<file path="src/rtl/georam_regs.sv">
// georam_regs -- C64 bus-side register and decode stage for the GeoRAM SDRAM
// controller.
//
// Holds PAGE ($DFFE, 6 bits) and BLOCK ($DFFF, BLKBITS bits). Builds the
// 22-bit linear RAM address {BLOCK, PAGE, CA} for the $DE00-$DEFF window,
// drives the RAM strobes for the SDRAM controller, and steers RAM data or
// register readback onto the C64 data bus.
//
// Ports:
//   FCLK    fast clock, shared with the SDRAM controller
//   nRESET  asynchronous active-low C64 reset
//   PHI2    C64 PHI2
//   nIO1    /IO1 RAM window select; nIO2 /IO2 register page select
//   RnW     C64 R/W (1 = read)
//   CA/CD   C64 A[7:0] and data in
//   RDD     read data from the SDRAM controller
//   A       22-bit linear RAM address
//   RAMSEL  RAM access request; nWE RAM write strobe; WRD RAM write data
//   DOUT    data to the C64 bus; DOE C64 data bus output enable
module georam_regs #(
  parameter int BLKBITS  = 8,
  parameter bit READBACK = 1'b1
) (
  input  logic        FCLK,
  input  logic        nRESET,
  input  logic        PHI2,
  input  logic        nIO1,
  input  logic        nIO2,
  input  logic        RnW,
  input  logic [7:0]  CA,
  input  logic [7:0]  CD,
  input  logic [7:0]  RDD,
  output logic [21:0] A,
  output logic        RAMSEL,
  output logic        nWE,
  output logic [7:0]  WRD,
  output logic [7:0]  DOUT,
  output logic        DOE
);

  typedef enum logic [1:0] {IDLE, ARMED, COMMIT} state_e;

  state_e state_q, state_d;

  // Two-stage synchronisers; p3_q is the previous p2 used for fall detection.
  logic       p1_q, p2_q, p3_q;
  logic       io2_s1_q, io2_s2_q;
  logic       rnw_s1_q, rnw_s2_q;
  logic [7:0] ca_s1_q, ca_s2_q;

  logic [5:0]         page_q, page_d;
  logic [BLKBITS-1:0] block_q, block_d;
  logic [7:0]         cds_q, cds_d;
  logic               tgt_q, tgt_d;   // 0 = PAGE, 1 = BLOCK

  logic       phi2_fall;
  logic       reg_hit_s, reg_hit;
  logic [7:0] blk8;

  assign phi2_fall = p3_q & ~p2_q;
  assign reg_hit_s = (ca_s2_q[7:1] == 7'h7F);
  assign reg_hit   = (CA[7:1] == 7'h7F);

  always_comb begin
    blk8 = '0;
    blk8[BLKBITS-1:0] = block_q;
  end

  always_ff @(posedge FCLK or negedge nRESET) begin
    if (!nRESET) begin
      p1_q     <= 1'b0;
      p2_q     <= 1'b0;
      p3_q     <= 1'b0;
      io2_s1_q <= 1'b0;
      io2_s2_q <= 1'b0;
      rnw_s1_q <= 1'b0;
      rnw_s2_q <= 1'b0;
      ca_s1_q  <= '0;
      ca_s2_q  <= '0;
      state_q  <= IDLE;
      page_q   <= '0;
      block_q  <= '0;
      cds_q    <= '0;
      tgt_q    <= 1'b0;
    end else begin
      p1_q     <= PHI2;
      p2_q     <= p1_q;
      p3_q     <= p2_q;
      io2_s1_q <= nIO2;
      io2_s2_q <= io2_s1_q;
      rnw_s1_q <= RnW;
      rnw_s2_q <= rnw_s1_q;
      ca_s1_q  <= CA;
      ca_s2_q  <= ca_s1_q;
      state_q  <= state_d;
      page_q   <= page_d;
      block_q  <= block_d;
      cds_q    <= cds_d;
      tgt_q    <= tgt_d;
    end
  end

  // The register write happens on the edge that leaves ARMED on PHI2Fall, so
  // the new value is visible 2-3 FCLK after the real PHI2 fall. COMMIT is a
  // one-cycle lockout; re-arming needs p2 high again, so at most one commit
  // lands per PHI2 cycle. PHI2Fall wins over the nIO2 release because both
  // pins go through identical synchronisers and /IO2 normally deasserts right
  // at the PHI2 fall.
  always_comb begin
    state_d = state_q;
    page_d  = page_q;
    block_d = block_q;
    cds_d   = cds_q;
    tgt_d   = tgt_q;
    case (state_q)
      IDLE: begin
        if (p2_q && !io2_s2_q && !rnw_s2_q && reg_hit_s && nIO1) begin
          state_d = ARMED;
          tgt_d   = ca_s2_q[0];
        end
      end
      ARMED: begin
        if (p1_q) cds_d = CD;
        if (phi2_fall) begin
          state_d = COMMIT;
          if (tgt_q) block_d = cds_q[BLKBITS-1:0];
          else       page_d  = cds_q[5:0];
        end else if (io2_s2_q) begin
          state_d = IDLE;   // /IO2 glitch: drop without writing
        end
      end
      COMMIT:  state_d = IDLE;
      default: state_d = IDLE;
    endcase
  end

  assign A      = {blk8, page_q, CA};
  assign RAMSEL = ~nIO1;
  assign nWE    = RnW;
  assign WRD    = CD;
  assign DOE    = PHI2 & RnW & (~nIO1 | (READBACK & ~nIO2 & reg_hit));

  // RAM window has priority over the register page.
  always_comb begin
    DOUT = 8'h00;
    if (!nIO1)        DOUT = RDD;
    else if (reg_hit) DOUT = CA[0] ? blk8 : {2'b00, page_q};
  end

endmodule

</file>
<file path="config.mk">
export PLATFORM = sky130hd
export DESIGN_NAME = georam_regs
export DESIGN_NICKNAME = d
export VERILOG_FILES = /design/src/rtl/georam_regs.sv
export SDC_FILE = /design/constraint.sdc
export NUM_CORES = 1
export LEC_CHECK = 0
export ABC_AREA = 1
export BUFFER_PORTS_ARGS = -buffer_cell sky130_fd_sc_hd__clkbuf_2
export CAP_MARGIN = 20
export CORE_ASPECT_RATIO = 0.7
export CORE_MARGIN = 2
export CORE_UTILIZATION = 44
export CTS_CLUSTER_DIAMETER = 40
export DETAILED_ROUTE_END_ITERATION = 12
export PLACE_DENSITY = 0.85
export SKIP_CTS_REPAIR_TIMING = 1
export SYNTH_ARGS = -nofsm -noshare
export SYNTH_HDL_FRONTEND = slang
export SYNTH_SLANG_ARGS = --single-unit
</file>
<file path="constraint.sdc">
create_clock -name FCLK -period 1.1 [get_ports FCLK]
set_input_delay 0.055 -clock FCLK [delete_from_list [all_inputs] [get_ports FCLK]]
set_output_delay 0.055 -clock FCLK [all_outputs]
set_load 0.05 [all_outputs]
</file>
==> results of run 1 <==
-- area by class of cell --
| cell class | instances | area (µm²) |
|---|---|---|
| fill | 296 | 1360 |
| sequential | 48 | 1220 |
| timing repair buffer | 105 | 774 |
| multi-input combinational | 124 | 744 |
| inverter | 19 | 77.6 |
| clock buffer | 6 | 72.6 |
| tap | 55 | 68.8 |
| clock inverter | 2 | 60.1 |
-- power by group through the flow --
stage | clock, µW | sequential (µW) | combinational, µW
floorplan | 0 | 1980 | 352
global placement | 0 | 1940 | 563
detailed placement | 0 | 1950 | 574
CTS | 1500 | 1910 | 579
global route | 1570 | 1940 | 753
finish | 1470 | 1930 | 708
-- sequential cells by signal, summed over array words and instances (netlist names), 2 cells and up --
register	flops
blk8	8
ca_s1_q	8
ca_s2_q	8
cds_q	8
page_q	6
state_q	2
-- cells by family after synthesis --
logic type	Yosys count	synth area share [%]
AO/OA/AOI/OAI	23	6.09
buffers and inverters	41	11.8
flip-flops	48	59.7
AND/OR/NAND/NOR	100	22.4
-- how the worst max path moves through the flow --
stage | slack, ps | start | to
3_3_place_gp | -70 | CA[2] | DOUT[5]
5_1_grt | -350 | page_q[1]$_DFFE_PN0P_ | DOUT[1]
4_1_cts | -340 | page_q[3]$_DFFE_PN0P_ | DOUT[3]
6_report | -260 | page_q[1]$_DFFE_PN0P_ | DOUT[1]
3_5_place_dp | -100 | CA[2] | DOUT[4]
2_1_floorplan | -20 | page_q[0]$_DFFE_PN0P_ | DOUT[0]
-- cell usage in the layout, fill, tap and decap left out, types with 5 or more instances in the layout --
| cell | n |
|---|---|
| sky130_fd_sc_hd__nand2_1 | 39 |
| sky130_fd_sc_hd__nand3_1 | 11 |
| sky130_fd_sc_hd__buf_8 | 7 |
| sky130_fd_sc_hd__dfrtp_1 | 35 |
| sky130_fd_sc_hd__buf_4 | 20 |
| sky130_fd_sc_hd__clkbuf_8 | 5 |
| sky130_fd_sc_hd__o21ai_1 | 6 |
| sky130_fd_sc_hd__nand2_4 | 5 |
| sky130_fd_sc_hd__dlygate4sd3_1 | 11 |
| sky130_fd_sc_hd__nand2_2 | 15 |
| sky130_fd_sc_hd__inv_1 | 14 |
| sky130_fd_sc_hd__clkbuf_2 | 57 |
| sky130_fd_sc_hd__a21oi_1 | 8 |
| sky130_fd_sc_hd__nand3_2 | 5 |
| sky130_fd_sc_hd__buf_6 | 7 |
| sky130_fd_sc_hd__dfrtp_2 | 13 |
| sky130_fd_sc_hd__nor2_1 | 10 |
| sky130_fd_sc_hd__nor2_2 | 7 |
-- layer usage --
layer / vias up / track usage, % / share of wire, % / wire length (µm)
met1: 854 / 22.8 / 40 / 2220
met3: 20 / 5.31 / 7.1 / 396
li1: 828 / - / - / -
met2: 94 / 29.0 / 49 / 2740
met5: - / 0 / 0 / 0
met4: 0 / 9.07 / 3.9 / 217
-- critical path, cell delays in order, from the launching register on --
cell and delay, ps:
sky130_fd_sc_hd__dfrtp_2 390, sky130_fd_sc_hd__nor2_1 50, sky130_fd_sc_hd__a21oi_1 170, sky130_fd_sc_hd__nand3_1 140
sky130_fd_sc_hd__nand2_2 90, sky130_fd_sc_hd__buf_6 150
-- per-stage QoR --
stage          power, µW  worst slack (ps)  utilization, %  area [µm²]  hold slack [ps]
6_report            4110              -260            68.9        3020            -3.59
4_1_cts             3990              -340            59.6        2610             -272
5_1_grt             4270              -349            68.9        3020             11.4
3_5_place_dp        2520             -95.9            56.6        2480             59.1
3_3_place_gp        2510             -69.0            56.6        2480             55.3
2_1_floorplan       2330             -19.9               -        2060             -241
-- cell usage after synthesis, drive strengths merged --
library cell / n
a21oi: 11
clkinv: 1
nand3: 16
nand2: 61
buf: 22
o21ai: 12
inv: 18
and2: 1
dfrtp: 48
nand3b: 1
or2: 1
nor2: 20
==> results, run 1 <==
- The run finished, with violations left.
- The checks that failed: negative hold slack, negative setup slack.
- The final non-filler cell total is 359.
- From synthesis to final layout, the design area changed by 49.8%.
- The clock insertion delay at the later pin of the skew report is 300 ps.
- The global-route usage over all layers is 18.0%.
- The launch instance of the worst min-delay path is CD[6].
- The worst setup path is captured at an output pin.
- The timing-limited maximum frequency is 735 MHz.
- After clock tree synthesis, the clock-pin slew on the worst setup and hold paths is 80 ps.
- The detail route stage leaves a number of antenna-violating nets equal to 0.
- Summed over all layers, the global routing overflow is 0.
- In this run the vertical extent of the chip is 60.6 µm.
- The depth of the most critical reg-to-reg path is 6.
- The required arrival time at the worst endpoint is 1040 ps.
- The path with the worst hold slack has its endpoint at cds_q[6]$_DFFE_PN0P_.
- Of the total power, combinational logic draws 17.2%.
- The worst hold path belongs to the class primary input to flip-flop.
- In this run, placement finished with an instance count of 333.
- After detailed routing, the number of remaining DRC violations is 0.
- The first global-routing pass estimated 6.86 mm of wire.
- The port buffer count is 70.
- The share of the cycle needed by the critical path after routing is 124%.
- The worst slew slack as a fraction of its limit is 75.1%.
- Counting I/O delays and the setup requirement, the final critical path takes 1360 ps.
- The proportion of layout cells with a drive suffix above 1 is 53.9%.
- The tree built by TritonCTS fans out to 48 sinks.
- The ratio of total power to cell area is 1360 nW/µm².
- Of all nets on the critical path, the largest fanout is 3.
- At the worst endpoint, the arrival time is 1300 ps.
- In this run the deepest clock path goes through 2 buffers.
- The actual transition at the worst max-transition pin is 374 ps.
- Setup repair after global routing could not meet its margin everywhere.
- The wire length after detailed routing is 5.57 mm.
- After synthesis, flip-flops and latches occupy 59.7% of the total area.
- For this design the total switching power over the nets is 1090 µW.
- The cell depth of the worst hold path is 3.
- The worst register-to-register path begins at state_q[0]$_DFFE_PN0P_.
- The placed wire-length estimate after detailed placement is 3.22 mm.
- The worst setup path is launched from a flip-flop.
- The relative contribution of the clock network to total power is 35.8%.
- The switching portion of total power is 26.5%.
- The worst register-to-register path has a setup slack of -120 ps.
- The cell area that synthesis handed to floorplanning was 2010 µm².
- The analysis attributes to cell leakage a power of 0.00154 µW.
- The number of antenna violations at the first check in global routing is 0.
- The distinct cell type count after synthesis is 20.
- The H-tree depth is 2.
- The number of nets handed over by synthesis was 242.
- The sequential share of power is 47.0%.
- After synthesis, the cell types taking the most area are sky130_fd_sc_hd__dfrtp_1, sky130_fd_sc_hd__nand2_1, sky130_fd_sc_hd__buf_4, sky130_fd_sc_hd__nand3_1, sky130_fd_sc_hd__nor2_1.
- The share of the synthesized area in the top cell type is 59.7%.
- The core area is 4380 µm².
- The number of standard cells after synthesis is 212.
- In this run, synthesis produced a sequential element count of 48.
- The total negative slack is -1920 ps.
- The number of buffers created by CTS is 5.
- The repair_antennas step left the layout with diodes totalling 0.
- Each instance of the synthesized netlist takes up on average 9.50 µm².
- The full die area is 5140 µm².
- The worst clock skew is 8.86 ps.
- Hold timing on the final database bottoms out at a slack of -3.59 ps.
- The net count of the finished layout is 333.
- Setup violations remaining at the end of the flow were counted as 23.
- The number of global-route vias before repair is 1474.
- The worst-case IR drop observed on VDD is 725 µV.
- Summed over all instances, the cell type with the most area after synthesis is sky130_fd_sc_hd__dfrtp_1.
- The minimum setup slack in the final design is -260 ps.
- The die extent in x is 84.8 µm.
- The routed layout has 1796 vias.
- The floorplan has 20 rows.
- For this run, the detailed router's first-pass iteration total came to 4.
- The CTS tree is yes.
- Dividing the detail-routed wire length by the instance count gives 15.5 µm.
- The starting density of the core is 46.0%.
- The type of the setup path with the least slack is flip-flop to output pin.
- The number of warning messages in the yosys log is 0.
- 71 I/O pins were placed.
- The number of max-cap violations is 0.
- The first-iteration detailed-routing DRC count is 218.
- At the end of routability-driven placement, the weighted congestion stood at 0.831.
- Dividing the detail-routed via count by the number of cells gives 5.00.
- The hold violation total from the final report was 2.
- The worst register-to-register path ends at blk8[3]$_DFFE_PN0P_.
- The internal power consumption is 3020 µW.
- The count of final max-slew check failures came to 0.
- Entering global routing, the biggest net connects 49 pins.
- Clock tree synthesis selected as its root buffer the cell sky130_fd_sc_hd__clkbuf_8.
(Power assumes the default switching activity.)
==> inputs of run 2 (changes only) <==
SETUP_SLACK_MARGIN = 0.15   (was default)
==> run 2 against run 1 <==
  * The run still ends with negative hold slack, negative setup slack left
  * Core utilization increased by 4.7 points
  * Die area did not move
  * Total power down 8.4%
  * Setup slack improved by 30 ps
  * Non-clock buffer count up 3
  * Sequential cell count unchanged
  * Global-route usage down 0.45 points
  * First-iteration DRC count down 30%
  * Sequential power about the same
  * Highest routed layer unchanged
==> results, run 2 (synthesized netlist as in run 1, its figures left out) <==
- The port buffer count is 70 (unchanged).
- TritonCTS built the clock tree.
- The number of clock sinks is 48 (unchanged).
- The startpoint of the worst-slack reg-to-reg timing path is p2_q$_DFF_PN0_.
- The sum of routed wire segments on met1 is 2.57 mm (+16%).
- The number of antenna cells inserted is 0 (unchanged).
- The wire length after detailed routing is 6.19 mm (+11%).
- The total global routing overflow is 0 (unchanged).
- The cell depth of the worst hold path is 3 (unchanged).
- The largest vdd supply drop is 746 µV (+2.8%).
- The static power due to leakage is 0.00160 µW (+4.0%).
- The post-detailed-route DRC marker count is 0 (unchanged).
- The type of the setup path with the least slack is flip-flop to output pin.
- The core area is 4380 µm² (unchanged).
- The net switching component of the power came to 1100 µW (+1.2%).
- The largest net degree at the start of global routing is 37 (-24%).
- The count of final max-slew check failures came to 0 (unchanged).
- The switching portion of total power was 29.3% (+2.8 points).
- The routability congestion estimate is 0.827 (-0.48%).
- The flow ran to the end, but the final reports show violations.
- The number of instances in the placed design was 332 (-0.30%).
- The number of rows in the core area is 20 (unchanged).
- Tracing the worst setup path back leads to its startpoint at blk8[0]$_DFFE_PN0P_.
- The largest driver fanout on the critical path is 2 (-1).
- The net count of the finished layout was 337 (+1.2%).
- The area growth from synthesis to layout is 60.1%.
- The depth of the most critical reg-to-reg path is 6 (unchanged).
- The instance area after placement is 2540 µm² (+2.5%).
- The share of the cycle needed by the critical path after routing is 121% (-2.7 points).
- The final reports fail on negative hold slack, negative setup slack.
- The placed wire-length estimate after detailed placement is 3.34 mm (+3.5%).
- The number of nets with antenna violations after routing came to 0 (unchanged).
- The commonest non-fill, non-tap cell in the layout is sky130_fd_sc_hd__clkbuf_2.
- The timing-limited maximum frequency is 752 MHz (+2.3%).
- The kind of start point of the critical path is a flip-flop.
- The count of boundary I/O pins came to 71 (unchanged).
- The required arrival time at the worst endpoint is 1040 ps (about the same).
- The share of total power in combinational logic came to 20.6% (+3.4 points).
- The worst clock skew is 5.39 ps (-3.47 ps).
- The relative contribution of the clock network to total power was 28.2% (-7.6 points).
- The clock slew seen by the registers of the worst setup and hold paths is 80 ps (about the same).
- The worst slew slack as a fraction of its limit is 74.0% (-1.1 points).
- The full die area was 5140 µm² (unchanged).
- The number of buffers on the longest clock path came to 2 (unchanged).
- The area of all placed cells without fillers is 3220 µm² (+6.9%).
- The die extent in x is 84.8 µm (unchanged).
- The floorplan die height is 60.6 µm (unchanged).
- The arrival time of data at the critical path endpoint came to 1270 ps (-30 ps).
- The detailed route wirelength on metal2 is 3.08 mm (+13%).
- The number of fillers in the final layout is 262 (-11%).
- The routed length on met3 is 433 µm (+9.3%).
- The via density per instance is 5.10 (+1.9%).
- The number of antenna violations at the first check in global routing is 0 (unchanged).
- The tree is rooted in a sky130_fd_sc_hd__clkbuf_8.
- The launch instance of the worst min-delay path is CD[5].
- The first-iteration detailed-routing DRC count is 152 (-30%).
- The actual transition at the worst max-transition pin is 391 ps (+16.8 ps).
- The hold violation total from the final report is 1 (-1).
- The final critical delay including setup and external delays is 1330 ps (-30.0 ps).
- The internal power consumption is 2660 µW (-12%).
- Setup repair after global routing could not meet its margin everywhere.
- The clock insertion delay at the later pin of the skew report is 300 ps (about the same).
- The global-route usage over all layers is 17.6% (-0.45 points).
- The number of global-route vias before repair is 1496 (+1.5%).
- The detailed-route wire length per cell is 17.0 µm (+9.8%).
- The critical path endpoint category is an output pin.
- The final worst hold slack is -5.47 ps (-1.87 ps).
- The ratio of total power to cell area is 1170 nW/µm² (-14%).
- The minimum setup slack in the final design is -230 ps (+30.0 ps).
- The final setup violation count is 25 (+8.7%).
- The detailed router used layers up to and including met4.
- The final non-filler cell total is 363 (+1.1%).
- The number of buffers created by CTS is 5 (unchanged).
- The starting density of the core is 46.0% (unchanged).
- The proportion of layout cells with a drive suffix above 1 is 60.7% (+6.8 points).
- The total iterations of the first detailed-routing run came to 4 (unchanged).
- In the layout the commonest cells are sky130_fd_sc_hd__clkbuf_2, sky130_fd_sc_hd__nand2_1, sky130_fd_sc_hd__dfrtp_1.
- The H-tree depth is 2 (unchanged).
- The total number of vias is 1851 (+3.1%).
- The final core utilization is 73.6% (+4.7 points).
- The global-route wire length before repair is 6.93 mm (+1.0%).
- The number of max-cap violations is 0 (unchanged).
- The sequential share of power is 51.2% (+4.2 points).
- The class of the tightest hold or removal check is primary input to flip-flop.
run 2: cell count changes in the layout (fill, tap and decap cells not counted), sizes merged:
| cell | change |
|---|---|
| clkbuf | -12 |
| bufinv | -2 |
| nand2 | +1 |
| buf | +17 |
run 2: final timing paths:
kind | slack, ps | end
worst max-delay path | -230 | DOUT[0]
worst min-delay path | -5 | cds_q[5]$_DFFE_PN0P_
worst max register to register | -160 | blk8[2]$_DFFE_PN0P_
worst min register to register | 350 | ca_s2_q[6]$_DFF_PN0_
max in group asynchronous | 390 | state_q[1]$_DFFE_PN0P_
min in group asynchronous | 190 | p1_q$_DFF_PN0_
run 2: worst max-delay path, cell delays in order, from the launching register on:
cell	delay, ps
sky130_fd_sc_hd__dfrtp_2	390
sky130_fd_sc_hd__inv_1	80
sky130_fd_sc_hd__a21oi_1	180
sky130_fd_sc_hd__nand3_2	110
sky130_fd_sc_hd__nand2_4	70
sky130_fd_sc_hd__buf_6	150
run 2: final cells by class:
class / count / area, µm² / share of cell area, %
Multi-Input combinational cell: 125 / 832 / 25.8
Inverter: 19 / 80.1 / 2.48
Sequential cell: 48 / 1220 / 37.8
Clock buffer: 8 / 90.1 / 2.80
Tap cell: 55 / 68.8 / 2.14
Timing Repair Buffer: 108 / 932 / 28.9
run 2: power by group through the flow:
stage | clock network [µW] | logic, µW | registers [µW]
after floorplan | 0 | 370 | 1980
after global routing | 1170 | 828 | 1940
after global placement | 0 | 577 | 1940
final | 1060 | 778 | 1930
after CTS | 1060 | 595 | 1910
after detailed placement | 0 | 592 | 1950
run 2: metal layers:
layer	vias to the layer above	global-route usage, %
li1	839	-
met1	912	23.8
met2	88	28.5
met3	12	3.81
met4	0	6.80
met5	-	0
run 2: per-stage QoR:
stage	setup slack (ps)	total power (µW)	hold WS, ps	TNS (ps)
final	-230	3770	-5.47	-2540
after global routing	-302	3940	-8.71	-3950
after CTS	-347	3560	-336	-2680
after detailed placement	-92.5	2540	-21.2	-1120
after global placement	-82.0	2520	-26.4	-536
after floorplan	0.0376	2350	-241	0
==> inputs of run 3 (changes only) <==
CORE_ASPECT_RATIO = 0.9   (was 0.7)
GPL_TIMING_DRIVEN = 0   (was default)
==> run 3 against run 2 <==
  * Register-to-register slack worse by 40 ps
  * Highest routed layer unchanged
  * Clock-buffer cell count fell by 2
  * Core utilization rose by 4.7 points
  * The run still ends with negative hold slack, negative setup slack left
  * Final area rose by 7.7%
  * Clock skew rose by 2.3 ps
  * Combinational power increased by 4.8%
  * Die area down 0.16%
  * Sequential cell count unchanged
  * Wire length rose by 2.4%
  * Critical endpoint is now DOUT[1]
  * Via count up 1.6%
==> results, run 3 (synthesized netlist as in run 1, its figures left out) <==
- The flow ran to the end, but the final reports show violations.
- The checks that failed: negative hold slack, negative setup slack.
- The required arrival time at the worst endpoint is 1040 ps (about the same).
- The total number of vias is 1880 (+1.6%).
- The number of nets with antenna violations after routing is 0 (unchanged).
- The power after layout is 4030 µW (+7.1%).
- The clock slew seen by the registers of the worst setup and hold paths is 80 ps (about the same).
- The largest net degree at the start of global routing was 49 (+32%).
- The global-route wire length before repair is 6.42 mm (-7.4%).
- The global-route usage over all layers is 17.3% (-0.23 points).
- The worst setup path is launched from a flip-flop.
- The final core utilization is 78.3% (+4.7 points).
- The static power due to leakage is 0.00177 µW (+10%).
- The min-delay analysis places its worst path in the category primary input to flip-flop.
- The number of fillers in the final layout came to 244 (-6.9%).
- The instance area after placement is 2560 µm² (+0.74%).
- The timing-limited maximum frequency came to 725 MHz (-3.6%).
- The port buffer count came to 69 (-1.4%).
- The starting density of the core came to 45.4% (-0.55 points).
- The post-detailed-route DRC marker count is 0 (unchanged).
- The largest driver fanout on the critical path came to 3 (+1).
- The die extent in x is 75.3 µm (-11%).
- The critical path endpoint category is an output pin.
- The final setup violation count is 29 (+16%).
- The net count of the finished layout was 354 (+5.0%).
- The count of boundary I/O pins is 71 (unchanged).
- The routability congestion estimate is 0.865 (+4.6%).
- The H-tree depth is 2 (unchanged).
- The share of the cycle needed by the critical path after routing came to 125% (+4.5 points).
- The commonest non-fill, non-tap cell in the layout is sky130_fd_sc_hd__nand2_1.
- The type of the setup path with the least slack is flip-flop to output pin.
- The number of buffers created by CTS is 5 (unchanged).
- The number of buffers on the longest clock path is 2 (unchanged).
- The library cells used most frequently in the layout, excluding fill and tap cells, are sky130_fd_sc_hd__nand2_1, sky130_fd_sc_hd__clkbuf_2, sky130_fd_sc_hd__dfrtp_1.
- The root cell of the clock tree is sky130_fd_sc_hd__clkbuf_8.
- Relative to the synthesized area, the layout overhead comes to 72.5%.
- The final worst hold slack was -10.4 ps (-4.90 ps).
- The wire length after detailed routing came to 6.33 mm (+2.4%).
- The floorplan die height is 68.2 µm (+13%).
- The full die area is 5130 µm² (-0.16%).
- The sequential standard cell area is 1220 µm² (unchanged).
- The clock insertion delay at the later pin of the skew report came to 310 ps (about the same).
- The detailed-route wire length per cell is 16.4 µm (-4.0%).
- The CTS tree is yes.
- The core area is 4430 µm² (+1.2%).
- The number of antenna cells inserted is 0 (unchanged).
- The hold violation total from the final report is 2 (+1).
- The ratio of total power to cell area is 1160 nW/µm² (-0.56%).
- The number of instances in the placed design was 343 (+3.3%).
- The first-iteration detailed-routing DRC count is 132 (-13%).
- The minimum setup slack in the final design is -279 ps (-49.7 ps).
- The actual transition at the worst max-transition pin is 320 ps (-70.7 ps).
- The total global routing overflow is 0 (unchanged).
- The final non-filler cell total is 387 (+6.6%).
- The number of antenna violations at the first check in global routing is 0 (unchanged).
- The via density per instance was 4.86 (-4.7%).
- The area of all placed cells without fillers came to 3470 µm² (+7.7%).
- The number of rows in the core area is 23 (+15%).
- The worst slew slack as a fraction of its limit came to 78.7% (+4.7 points).
- The number of max-cap violations was 0 (unchanged).
- The arrival time of data at the critical path endpoint is 1320 ps (+50 ps).
- The total iterations of the first detailed-routing run came to 4 (unchanged).
- The final critical delay including setup and external delays is 1380 ps (+49.7 ps).
- Setup repair after global routing could not meet its margin everywhere.
- The number of clock sinks is 48 (unchanged).
- The largest vdd supply drop was 1040 µV (+40%).
- The proportion of layout cells with a drive suffix above 1 is 62.8% (+2.1 points).
- The total negative slack was -3920 ps (-1390 ps).
- The count of final max-slew check failures was 0 (unchanged).
- The placed wire-length estimate after detailed placement is 3.05 mm (-8.4%).
- The multi-input gate area in the final layout is 841 µm² (+1.1%).
- The worst clock skew is 7.66 ps (+2.27 ps).
- The number of global-route vias before repair was 1413 (-5.5%).
==> run 3: changes by cell type in the layout (fill, tap and decap cells not counted), moves of 4 or more <==
cell                       before  now
sky130_fd_sc_hd__nand2_4       10   15
sky130_fd_sc_hd__o21ai_1        7    3
sky130_fd_sc_hd__clkbuf_2      43   39
sky130_fd_sc_hd__buf_8         13   21
sky130_fd_sc_hd__nand2_2       11    5
sky130_fd_sc_hd__buf_4         18   31
sky130_fd_sc_hd__nor2_2         9    5
==> run 3: stage by stage <==
stage	hold WS, ps	setup WS [ps]
5_1_grt	9.58	-293
3_5_place_dp	180	-212
4_1_cts	-134	-373
3_3_place_gp	183	-165
6_report	-10.4	-279
2_1_floorplan	-241	0.0376
==> run 3: cell type report <==
type	instances	share of cell area, %
buffer	22	5.30
clock buffer	6	2.09
clock inverter	2	1.01
inverter	19	2.16
multi-input combinational	123	24.2
sequential	48	35.1
tap	62	2.23
timing repair buffer	105	27.9
==> run 3: final timing paths <==
kind | start | end | slack (ps) | cells past startpoint
max in group asynchronous | nRESET | blk8[1]$_DFFE_PN0P_ | 420 | 3
min in group asynchronous | nRESET | ca_s2_q[7]$_DFF_PN0_ | 170 | 2
worst min register to register | io2_s1_q$_DFF_PN0_ | io2_s2_q$_DFF_PN0_ | 350 | 0
worst min-delay path | CD[7] | cds_q[7]$_DFFE_PN0P_ | -10 | 3
worst max-delay path | page_q[1]$_DFFE_PN0P_ | DOUT[1] | -280 | 5
worst max register to register | p2_q$_DFF_PN0_ | blk8[6]$_DFFE_PN0P_ | -200 | 8
==> run 3: power by group <==
| part | leakage (µW) | internal [µW] | switching [µW] |
|---|---|---|---|
| Sequential | 0.000571 | 1860 | 80.1 |
| Clock | 0.0000552 | 675 | 605 |
| Combinational | 0.00114 | 326 | 489 |
==> run 3: worst max-delay path, cell delays in order, from the launching register on <==
cell and delay [ps]:
sky130_fd_sc_hd__dfrtp_2 390, sky130_fd_sc_hd__nor2_1 50, sky130_fd_sc_hd__a21oi_1 160, sky130_fd_sc_hd__nand3_1 180
sky130_fd_sc_hd__nand2_4 100, sky130_fd_sc_hd__buf_8 140
==> run 3: per-layer routing <==
| metal | wire [µm] | track usage, % | up-vias |
|---|---|---|---|
| met2 | 3310 | 27.7 | 73 |
| met5 | 0 | 0 | - |
| li1 | - | - | 873 |
| met4 | 120 | 9.43 | 0 |
| met3 | 403 | 2.65 | 13 |
| met1 | 2500 | 22.7 | 921 |
